### src/rtl/cnn_batch_sequencer.sv
// cnn_batch_sequencer: on-chip initiator running batches of cnn_top inferences.
// Optional WAIT-state watchdog enabled by defining CNN_SEQ_TIMEOUT_EN.
module cnn_batch_sequencer #(
    parameter int MAX_IMAGES     = 16,
    parameter int HIST_W         = 16,
    parameter int TIMEOUT_CYCLES = 4096
) (
    input  logic              clk,
    input  logic              reset,
    input  logic              batch_go,
    input  logic [7:0]        batch_len,
    input  logic              abort,
    output logic              cnn_start,
    input  logic              cnn_done,
    input  logic              cnn_prediction,
    output logic              busy,
    output logic              batch_done,
    output logic [7:0]        img_index,
    output logic [7:0]        pos_count,
    output logic [7:0]        neg_count,
    output logic [HIST_W-1:0] pred_history,
    output logic              timeout_err
);

    typedef enum logic [2:0] {
        S_IDLE,
        S_START,
        S_WAIT,
        S_GAP,
        S_FIN
    } state_t;

    localparam logic [7:0] MAX_LEN = 8'(MAX_IMAGES);

    state_t     state;
    logic [7:0] len;
    logic       done_q;
    logic       accept;
    logic       expire;
    logic [7:0] idx_nxt;

    assign accept  = cnn_done & ~done_q;
    assign idx_nxt = img_index + 8'd1;

`ifdef CNN_SEQ_TIMEOUT_EN
    localparam int            TW      = $clog2(TIMEOUT_CYCLES + 1);
    localparam logic [TW-1:0] TO_LAST = TW'(TIMEOUT_CYCLES - 1);

    logic [TW-1:0] wdog;

    assign expire = (wdog == TO_LAST);

    // Watchdog: counts WAIT cycles and flags a cnn_top that never answers.
    always_ff @(posedge clk) begin
        if (reset) begin
            wdog        <= '0;
            timeout_err <= 1'b0;
        end else begin
            if (state == S_IDLE && batch_go)
                timeout_err <= 1'b0;
            else if (state == S_WAIT && !abort && !accept && expire)
                timeout_err <= 1'b1;
            if (state != S_WAIT)
                wdog <= '0;
            else if (!expire)
                wdog <= wdog + 1'b1;
        end
    end
`else
    logic unused_timeout;

    assign unused_timeout = |32'(TIMEOUT_CYCLES);
    assign expire         = 1'b0;
    assign timeout_err    = 1'b0;
`endif

    // Registered copy of cnn_done so only its rising edge is acted on.
    always_ff @(posedge clk) begin
        if (reset)
            done_q <= 1'b0;
        else
            done_q <= cnn_done;
    end

    // Batch sequencing FSM with registered handshake and status outputs.
    always_ff @(posedge clk) begin
        if (reset) begin
            state        <= S_IDLE;
            len          <= 8'd0;
            cnn_start    <= 1'b0;
            busy         <= 1'b0;
            batch_done   <= 1'b0;
            img_index    <= 8'd0;
            pos_count    <= 8'd0;
            neg_count    <= 8'd0;
            pred_history <= '0;
        end else if (abort && state != S_IDLE) begin
            state      <= S_IDLE;
            cnn_start  <= 1'b0;
            busy       <= 1'b0;
            batch_done <= 1'b0;
        end else begin
            cnn_start  <= 1'b0;
            batch_done <= 1'b0;
            unique case (state)
                S_IDLE: begin
                    if (batch_go) begin
                        img_index    <= 8'd0;
                        pos_count    <= 8'd0;
                        neg_count    <= 8'd0;
                        pred_history <= '0;
                        if (batch_len == 8'd0) begin
                            batch_done <= 1'b1;
                            state      <= S_FIN;
                        end else begin
                            len       <= (batch_len > MAX_LEN) ? MAX_LEN : batch_len;
                            busy      <= 1'b1;
                            cnn_start <= 1'b1;
                            state     <= S_START;
                        end
                    end
                end
                S_START: begin
                    state <= S_WAIT;
                end
                S_WAIT: begin
                    if (accept) begin
                        img_index    <= idx_nxt;
                        pred_history <= {pred_history[HIST_W-2:0], cnn_prediction};
                        if (cnn_prediction)
                            pos_count <= pos_count + 8'd1;
                        else
                            neg_count <= neg_count + 8'd1;
                        if (idx_nxt == len) begin
                            batch_done <= 1'b1;
                            state      <= S_FIN;
                        end else begin
                            state <= S_GAP;
                        end
                    end else if (expire) begin
                        batch_done <= 1'b1;
                        state      <= S_FIN;
                    end
                end
                S_GAP: begin
                    cnn_start <= 1'b1;
                    state     <= S_START;
                end
                S_FIN: begin
                    busy  <= 1'b0;
                    state <= S_IDLE;
                end
                default: begin
                    state <= S_IDLE;
                end
            endcase
        end
    end

endmodule

### config.mk
export PLATFORM = sky130hd
export DESIGN_NAME = cnn_batch_sequencer
export DESIGN_NICKNAME = d
export VERILOG_FILES = /design/src/rtl/cnn_batch_sequencer.sv
export SDC_FILE = /design/constraint.sdc
export NUM_CORES = 1
export LEC_CHECK = 0
export CAP_MARGIN = 20
export CORE_MARGIN = 5
export CORE_UTILIZATION = 45
export CTS_CLUSTER_SIZE = 28
export DETAILED_ROUTE_END_ITERATION = 6
export GPL_TIMING_DRIVEN = 0
export PLACE_DENSITY = 0.72
export REMOVE_ABC_BUFFERS = 1
export SYNTH_ARGS = -nofsm -noshare
export SYNTH_HDL_FRONTEND = slang
export SYNTH_SLANG_ARGS = --single-unit
### constraint.sdc
create_clock -name clk -period 5.65 [get_ports clk]
set_input_delay 0.8475 -clock clk [delete_from_list [all_inputs] [get_ports clk]]
set_output_delay 0.8475 -clock clk [all_outputs]
set_load 0.03 [all_outputs]
==> reports/qor.yml, run 1 <==
global_routing:
  grt_pass1_vias: 2118
  antenna_found_initial: 0
  grt.overflow.total: 0
  grt_max_degree: 35
  grt_pass1_wl_um: 9490
  grt.total_usage_pct: 15.6
synthesis:
  syn_inst: 310
  yosysTopAreaCell: "dfxtp_1"
  synth_edf_count: 0
  yosysWarningCount: 0
  synth_seq_cells: 55
  synth.cell_area_sq_um: 2540
  synth_ff_type: "dfxtp_1"
  synth_common_cells: "dfxtp_1, nand2_1, a21oi_1"
  yosys-top-cells-area: "dfxtp_1, nand2_1, a21oi_1"
  avgSynthCellArea_sq_um: 8.19
  yosysSeqAreaShare_pct: 43.3
  yosysMostFrequentCell: "dfxtp_1"
  yosysTopAreaCellShare_pct: 43.3
  async_reset_ff_share_pct: 0
  synth_cell_types: 45
cells_and_area:
  drive_above_1_share_pct: 6.06
  num_antenna_cells: 0
  multi_input_comb_area_sq_um: 1380
  final_cell_area_sq_um: 3290
  syn_to_final_growth_pct: 29.6
  final-seq-area_sq_um: 1100
  fill_cells: 484
  final_nets: 379
routing:
  vias_per_cell: 5.27
  dr.first_iter.drc_count: 139
  finalWirelength_um: 5700
  drc_errors: 0
  ant_nets: 0
  firstDrtPassIters: 4
  wl_per_cell_um: 13.1
  vias: 2294
worst_setup_path:
  r2r-start: "state[1]$_SDFFE_PP0P_"
  rr_endpoint: "img_index[2]$_SDFFE_PP0P_"
  crit_path_end_kind: "register"
  reg2reg_depth: 6
  required_ps: 5900
  crit_type: "in -> reg"
  start_kind: "input port"
  critPathMaxFanout: 24
  arrival_ps: 3370
  r2r_slack_ps: 2870
power_and_ir_drop:
  power.internal_w: 0.000525
  ir_drop_mv: 0.115
  swShare_pct: 25.7
  switchingPower_w: 0.000182
  pwr-share-comb_pct: 12.2
  power_density_nw_per_um2: 215
  p_clk_share_pct: 31.6
  leakage_nw: 1.09
  pwr-share-seq_pct: 56.3
sta:
  maxSlewHeadroom_pct: 34.8
  fmax_mhz: 321
  rsz0062_at_grt: "no"
  finalCriticalPeriod_ps: 3120
  setup_tns_ps: 0
  skew_ps: 8.90
  setup-violations-final: 0
  maxSlewViolCount: 0
  finalCritPeriodShare_pct: 55.2
  hold_viol: 0
  worst_pin_slew_ps: 974
die:
  core_sq_um: 5510
  io_pins: 58
  num_rows: 27
  die_area_sq_um: 7250
  start_util_pct: 46.1
  die_h_um: 85.1
  dieWidth_um: 85.1
flow_run:
  maxCapViolations: 0
place:
  placedInstanceArea_sq_um: 3170
  dp_hpwl_um: 4090
  numPortBuffers: 56
  place_congestion: 0.798
clocking:
  numClockSinks: 55
  cts_tree: "done"
  h-tree-depth: 2
  postCtsSetupBuffers: 0
  cts-root-buf: "clkbuf_8"
  numCtsBuffers: 5
  clk_path_buf_depth: 2
  clk_pin_slew_worst_paths_ps: 90
  ctsHoldBuffers: 0
  clock_latency_ps: 300
  post_cts_resized: 0
status:
  status: "completed"
min_path:
  min_path_type: "reg -> reg"
  holdPathEnd: "pred_history[15]$_SDFFE_PP0P_"
  holdCritStartpoint: "pred_history[15]$_SDFFE_PP0P_"
  hold-path-cell-count: 2
==> cell families after synthesis <==
family          share of synthesized area (%)
flops                                    43.3
other cells                             0.148
simple gates                             29.3
buf+inv                                  2.81
xor+xnor                                 6.21
compound gates                           16.0
mux                                     0.788
fa+ha+maj                                1.48
==> worst max-delay path, stage by stage <==
cell	delay, ps
clkdlybuf4s50_1	490
nand3b_1	250
a211oi_4	910
nand2_1	410
nor3b_1	300
a21oi_1	60
nor2_1	90
==> power by group through the flow <==
stage | Combinational (W) | Clock (W) | Sequential (W)
2_1_floorplan | 0.0000420 | 0 | 0.000412
3_3_place_gp | 0.0000776 | 0 | 0.000409
3_5_place_dp | 0.0000816 | 0 | 0.000409
4_1_cts | 0.0000820 | 0.000229 | 0.000400
5_1_grt | 0.0000949 | 0.000246 | 0.000399
6_report | 0.0000860 | 0.000223 | 0.000398
==> metal layers <==
metal / up-vias / routed length (um) / global-route usage (%)
li1: 1181 / - / -
met1: 1060 / 2740 / 20.8
met2: 53 / 2700 / 25.8
met3: 0 / 259 / 3.69
met4: 0 / 0 / 3.45
met5: - / 0 / 0
==> worst max-delay path by stage <==
| stage | start | endpoint | slack, ps |
|---|---|---|---|
| 2_1_floorplan | state[1]$_SDFFE_PP0P_ | img_index[2]$_SDFFE_PP0P_ | 2940 |
| 3_3_place_gp | cnn_done | pos_count[0]$_SDFFE_PP0P_ | 1810 |
| 3_5_place_dp | cnn_done | img_index[2]$_SDFFE_PP0P_ | 2190 |
| 4_1_cts | state[1]$_SDFFE_PP0P_ | img_index[2]$_SDFFE_PP0P_ | 2190 |
| 5_1_grt | cnn_done | neg_count[0]$_SDFFE_PP0P_ | 2280 |
| 6_report | cnn_done | img_index[2]$_SDFFE_PP0P_ | 2530 |
==> cells in the final DEF, fill, tap and decap left out, types with 2 or more instances in the layout <==
master	instances
o21ai_0	7
nand3_1	25
dfxtp_1	55
nand2b_1	7
nor4_1	2
a22o_1	2
a22oi_1	2
and2_1	4
xnor2_1	10
a21oi_1	35
nor2_1	29
clkbuf_8	6
buf_16	2
nor2b_1	2
a21oi_2	2
xor2_1	8
mux2i_1	2
nor3_1	8
o21a_1	2
or2_2	4
nand2_1	48
o31ai_1	2
or3_1	3
inv_1	4
ha_1	3
nor3b_1	4
nand3b_1	2
clkdlybuf4s50_1	56
and3_1	2
nand4_1	6
==> area by class of cell <==
class / instances / area share, %
tap: 72 / 2.74
timing repair buffer: 58 / 18.7
multi-input combinational: 238 / 41.8
sequential: 55 / 33.4
clock buffer: 7 / 2.62
inverter: 4 / 0.456
clock inverter: 1 / 0.266
==> flip-flops by register name, indices dropped and copies added (netlist names) <==
name / cells
neg_count: 8
cnn_start: 1
pred_history: 16
done_q: 1
batch_done: 1
pos_count: 8
img_index: 8
len: 8
state: 3
busy: 1
==> stage by stage <==
| step | utilization (%) | setup slack, ps | total power, W | instances | hold slack [ps] |
|---|---|---|---|---|---|
| after detailed placement | 57.6 | 2190 | 0.000491 | 426 | 449 |
| final | 59.8 | 2530 | 0.000707 | 435 | 455 |
| after CTS | 59.3 | 2190 | 0.000712 | 434 | 460 |
| after global placement | 56.9 | 1810 | 0.000487 | 425 | 441 |
| after global routing | 59.8 | 2280 | 0.000740 | 435 | 483 |
| after floorplan | - | 2940 | 0.000454 | 297 | 437 |
Power figures use the tool's default switching activity.
==> inputs of run 2 (changes only) <==
--- a/config.mk
+++ b/config.mk
@@ -11,7 +11,7 @@
 export CTS_CLUSTER_SIZE = 28
 export DETAILED_ROUTE_END_ITERATION = 6
 export GPL_TIMING_DRIVEN = 0
-export PLACE_DENSITY = 0.72
+export PLACE_DENSITY = 0.75
 export REMOVE_ABC_BUFFERS = 1
 export SYNTH_ARGS = -nofsm -noshare
 export SYNTH_HDL_FRONTEND = slang
==> constraint.sdc (replaced) <==
create_clock -name clk -period 2.8 [get_ports clk]
set_input_delay 0.42 -clock clk [delete_from_list [all_inputs] [get_ports clk]]
set_output_delay 0.42 -clock clk [all_outputs]
set_load 0.03 [all_outputs]
==> run 2 against run 1 <==
Effect of this change: clock-buffer cell count fell by 1; die area did not move; core utilization rose by 0.14 points; sequential power rose by 100%; critical path depth fell by 1; clock skew fell by 2.7 ps; wire length rose by 4.8%; register-to-register slack got worse by 2600 ps; global-route usage rose by 1.3 points; first-iteration DRC count fell by 7.9%; critical path type is now reg -> reg; highest routed layer is now met4.
==> reports/qor.yml, run 2 (same netlist as run 1, synthesis figures left out) <==
flow_run:
  maxCapViolations: 0  # unchanged
clocking:
  clock_latency_ps: 300  # about the same
  numClockSinks: 55  # unchanged
  clk_path_buf_depth: 2  # unchanged
  clk_pin_slew_worst_paths_ps: 100  # about the same
  h-tree-depth: 2  # unchanged
  cts-root-buf: "clkbuf_8"
  numCtsBuffers: 5  # unchanged
  cts_tree: "done"
  ctsHoldBuffers: 0  # unchanged
sta:
  setup_tns_ps: 0  # unchanged
  maxSlewViolCount: 0  # unchanged
  skew_ps: 6.16  # -2.73 ps
  rsz0062_at_grt: "no"
  hold_viol: 0  # unchanged
  maxSlewHeadroom_pct: 39.1  # +4.3 points
  fmax_mhz: 394
  finalCriticalPeriod_ps: 2540
  setup-violations-final: 0  # unchanged
  worst_pin_slew_ps: 912  # -62.3 ps
  holdWs_ps: 465  # +9.37 ps
  finalCritPeriodShare_pct: 90.6
die:
  die_area_sq_um: 7250  # unchanged
  dieWidth_um: 85.1  # unchanged
  num_rows: 27  # unchanged
  die_h_um: 85.1  # unchanged
  io_pins: 58  # unchanged
  start_util_pct: 46.1  # unchanged
  core_sq_um: 5510  # unchanged
cells_and_area:
  max_flop_register: "pred_history"
  most-common-layout-cells: "clkdlybuf4s50_1, dfxtp_1, nand2_1, a21oi_1, nor2_1"
  drive_above_1_share_pct: 6.87  # +0.81 points
  syn_to_final_growth_pct: 29.9
  final_cell_area_sq_um: 3300  # +0.23%
  fill_cells: 497  # +2.7%
  final_common_cell: "clkdlybuf4s50_1"
  num_antenna_cells: 0  # unchanged
  final_nets: 380  # +0.26%
  stdcell_count: 436  # +0.23%
  final_core_util_pct: 59.9  # +0.14 points
  largest_register_ffs: 16  # unchanged
routing:
  ant_nets: 0  # unchanged
  firstDrtPassIters: 4  # unchanged
  finalWirelength_um: 5970  # +4.8%
  drc_errors: 0  # unchanged
  vias_per_cell: 5.41  # +2.5%
  wl_per_cell_um: 13.7  # +4.6%
  vias: 2357  # +2.7%
  dr.first_iter.drc_count: 128  # -7.9%
power_and_ir_drop:
  leakage_nw: 1.09  # +0.44%
  ir_drop_mv: 0.240  # +110%
  power_density_nw_per_um2: 461  # +110%
global_routing:
  grt.total_usage_pct: 16.9  # +1.3 points
  grt.overflow.total: 0  # unchanged
  grt_pass1_vias: 2210  # +4.3%
  top_usage_layer: "met2"
  grt_max_degree: 35  # unchanged
  antenna_found_initial: 0  # unchanged
  gr-usage-met1_pct: 22.3  # +1.5 points
  grt_pass1_wl_um: 10200  # +7.6%
  grt_use_met2_pct: 27.8  # +2.0 points
  use_met3_pct: 4.08  # +0.39 points
status:
  status: "completed"
worst_setup_path:
  critPathMaxFanout: 34  # +42%
  required_ps: 3000  # -2900 ps
  crit_type: "reg -> reg"
  arrival_ps: 2740  # -630 ps
  crit_path_end_kind: "register"
  r2r_slack_ps: 260  # -2610 ps
  start_kind: "register"
place:
  placedInstanceArea_sq_um: 3160  # -0.39%
  numPortBuffers: 56  # unchanged
  dp_cells: 426  # unchanged
  dp_hpwl_um: 4160  # +1.7%
  place_congestion: 0.785  # -1.5%
min_path:
  min_path_type: "reg -> reg"
## run 2: cell types whose count changed in the layout (fill, tap and decap cells not counted)
cell and delta:
dfxtp_1 -1, buf_4 +1, buf_16 -2, buf_8 +1
dfxtp_2 +1, bufinv_16 +1, clkbuf_1 -1, inv_6 +1
clkinv_4 -1, a211oi_2 +1
## run 2: area by class of cell
| class | count | area, sq um | share of cell area [%] |
|---|---|---|---|
| clock buffers | 6 | 82.6 | 2.50 |
| well taps | 72 | 90.1 | 2.73 |
| flip-flops and latches | 55 | 1100 | 33.4 |
| multi-input cells | 239 | 1390 | 42.1 |
| inverters | 4 | 15.0 | 0.455 |
| repair buffers | 58 | 583 | 17.7 |
| clock inverters | 2 | 38.8 | 1.18 |
## run 2: stage by stage
step / worst slack (ps) / total power [W]
6_report: 263 / 0.00152
5_1_grt: 18.4 / 0.00160
4_1_cts: 66.6 / 0.00154
3_5_place_dp: -632 / 0.000989
3_3_place_gp: -917 / 0.000982
2_1_floorplan: 94.1 / 0.000916
## run 2: power breakdown
group	switching (W)	internal, W	total (W)
Clock	0.000248	0.000294	0.000542
Combinational	0.000109	0.0000631	0.000172
Sequential	0.0000159	0.000792	0.000808
## run 2: critical path, cell delays in order (launching register included)
cell	delay, ps
dfxtp_2	750
nand3b_1	410
a21oi_1	330
nand2b_1	450
a21o_1	310
a21oi_1	140
nor2_1	50
## run 2: per-layer routing
layer  up-vias  share of wire, %
met2        65                49
met4         0              0.70
li1       1184                 -
met1      1102                45
met5         -                 0
met3         6               5.4
## run 2: repair_timing
action	4_1_cts	5_1_grt
setup buffers	0	1
pin swaps	1	1
setup endpoints to repair	28	8
gates cloned	1	0
resized for setup	1	0
## run 2: final timing paths
check                                 from  cells past startpoint                             to
min reg2reg  pred_history[15]$_SDFFE_PP0P_                      2  pred_history[15]$_SDFFE_PP0P_
max reg2reg          state[1]$_SDFFE_PP0P_                      6      img_index[5]$_SDFFE_PP0P_
max                  state[1]$_SDFFE_PP0P_                      6      img_index[5]$_SDFFE_PP0P_
min          pred_history[15]$_SDFFE_PP0P_                      2  pred_history[15]$_SDFFE_PP0P_
==> patch (flow settings as in run 2) <==
`MAX_IMAGES`: 16 -> 12.
--- a/src/rtl/cnn_batch_sequencer.sv
+++ b/src/rtl/cnn_batch_sequencer.sv
@@ -2,5 +2,5 @@
 // Optional WAIT-state watchdog enabled by defining CNN_SEQ_TIMEOUT_EN.
 module cnn_batch_sequencer #(
-    parameter int MAX_IMAGES     = 16,
+    parameter int MAX_IMAGES     = 12,
     parameter int HIST_W         = 16,
     parameter int TIMEOUT_CYCLES = 4096
Check against the original RTL: no difference found for any inputs over 10 cycles, from zero or initial values and one cycle with reset high; that may be too few to reach the edited logic, so the function may still have changed.
==> patch against run 2 <==
  * Wire length grew 1.4%
  * Highest routed layer unchanged
  * Sequential power hardly changed
  * Critical path depth is the same
  * Power fell by 4.5%
  * Clock power fell by 12%
  * Area after synthesis is 4.3% higher
  * Cell area is 1.7% higher
  * Setup slack improved by 350 ps
  * Sequential cell count stayed put
==> patch: results (changes against run 2) <==
----------------------------------------------------
[Layout]
  Share of cells above drive strength 1 ... 6.52% (was 6.87%)
  Reg with most FFs ... pred_history (unchanged)
  Final Net Count ... 384 (was 380)

[Critical path]
  Max incr delay on CP ... 670 ps (was 750 ps)
  Data arrival time of the worst path ... 2360 ps (was 2740 ps)
  Kind of cell adding the most delay to the critical path ... simple AND/OR/NAND/NOR gates (unchanged)
  Largest fanout on the critical path ... 21 (was 34)
  Worst path slowest cell ... and2_1 (was dfxtp_2)

[Routing]
  Initial detailed-routing violation count ... 139 (was 128)
  Number of vias in the routed layout ... 2364 (was 2357)
  Number of antenna-violating nets in the routed design ... 0 (unchanged)
  First drt pass iteration count ... 4 (unchanged)
  Average detailed-routed wire length per instance ... 13.7 um (about the same)

[STA]
  Worst Clk Skew ... 10.7 ps (was 6.16 ps)
  Slew at the pin closest to its max-slew limit ... 803 ps (was 912 ps)

[Pwr]
  Comb power frac ... 11.7% (was 11.3%)
  Switching Share ... 25.5% (was 24.5%)
  Leakage power total ... 1.14 nW (was 1.09 nW)
  Share of total power in the clock network ... 32.8% (was 35.6%)
  Worst IR Drop VDD ... 0.289 mV (was 0.240 mV)

[Status]
  Run status ... complete, no violations (unchanged)

[Clocking]
  H-tree depth ... 2 (unchanged)
  Clock slew at reported path FFs ... 100 ps (about the same)
  Number of cells upsized or downsized after cts ... 0 (was 1)
  Total CTS buffers ... 5 (unchanged)

[Placement]
  Final Wtd Congestion ... 0.823 (was 0.785)
  Half-perimeter wire length after detailed placement ... 4310 um (was 4160 um)
  Worst slack, placed ... 101 ps (was -632 ps)
  DP Area ... 0.00324 sq mm (was 0.00316 sq mm)

[Yosys]
  Part of the Yosys area used for sequential elements ... 41.5% (was 43.3%)
  Netlist cell types ... 54 (was 45)
  Largest cells by area after synthesis ... dfxtp_1 (42%), nand2_1 (6.7%), a21oi_1 (6.0%) (was dfxtp_1 (43%), nand2_1 (7.1%), a21oi_1 (6.9%))
  Most common library cells after synthesis ... dfxtp_1 (55), nand2_1 (47), a21oi_1 (32), nor2_1 (32), nand3_1 (21) (was dfxtp_1 (55), nand2_1 (48), a21oi_1 (35))

[Global routing]
  Number of global-route vias before repair ... 2226 (was 2210)
  GRT Total Usage ... 16.6% (was 16.9%)
  Wire length of the first global-routing pass ... 10200 um (about the same)

----------------------------------------------------
==> patch: layer usage <==
| metal | vias up | track usage (%) | part of all wire (%) |
|---|---|---|---|
| li1 | 1208 | - | - |
| met1 | 1099 | 20.6 | 45 |
| met2 | 50 | 28.8 | 50 |
| met3 | 7 | 2.47 | 3.9 |
| met4 | 0 | 6.52 | 1.5 |
| met5 | - | 0 | 0 |
==> patch: final timing paths <==
kind,start,endpoint,slack [ps],depth (start not counted)
worst max-delay path,state[1]$_SDFFE_PP0P_,img_index[3]$_SDFFE_PP0P_,610,6
worst min register to register,pred_history[15]$_SDFFE_PP0P_,pred_history[15]$_SDFFE_PP0P_,470,2
worst max register to register,state[1]$_SDFFE_PP0P_,img_index[3]$_SDFFE_PP0P_,610,6
worst min-delay path,pred_history[15]$_SDFFE_PP0P_,pred_history[15]$_SDFFE_PP0P_,470,2
==> patch: kinds of logic after synthesis <==
family	after synthesis	synth area share (%)
adders and majority gates	3	1.42
xor gates and xnor gates	20	6.61
buffers and inverters	23	4.06
other	1	0.142
muxes	1	0.378
AOI/OAI and AO/OA	58	15.1
and+or+nand+nor	161	30.7
DFF	55	41.5
==> patch: cell type report <==
cell class                      instances  area, sq um
Timing Repair Buffer                   58          603
Sequential cell                        55         1100
Tap cell                               75         93.8
Multi-Input combinational cell        244         1440
Clock buffer                            7         96.3
Inverter                                3         11.3
Fill cell                             552         2460
Clock inverter                          1         7.51
==> patch: through the flow <==
step / instances / hold slack (ps) / total power, mW
after global placement: 433 / 441 / 0.986
after detailed placement: 434 / 460 / 0.992
final: 443 / 469 / 1.45
after CTS: 442 / 473 / 1.46
after floorplan: 302 / 437 / 0.919
after global routing: 443 / 497 / 1.52
==> patch: tightest hold or removal path, stage by stage, from the launching register on <==
cell and delay [ps]:
dfxtp_1 320, nand2_1 50, a21oi_1 50
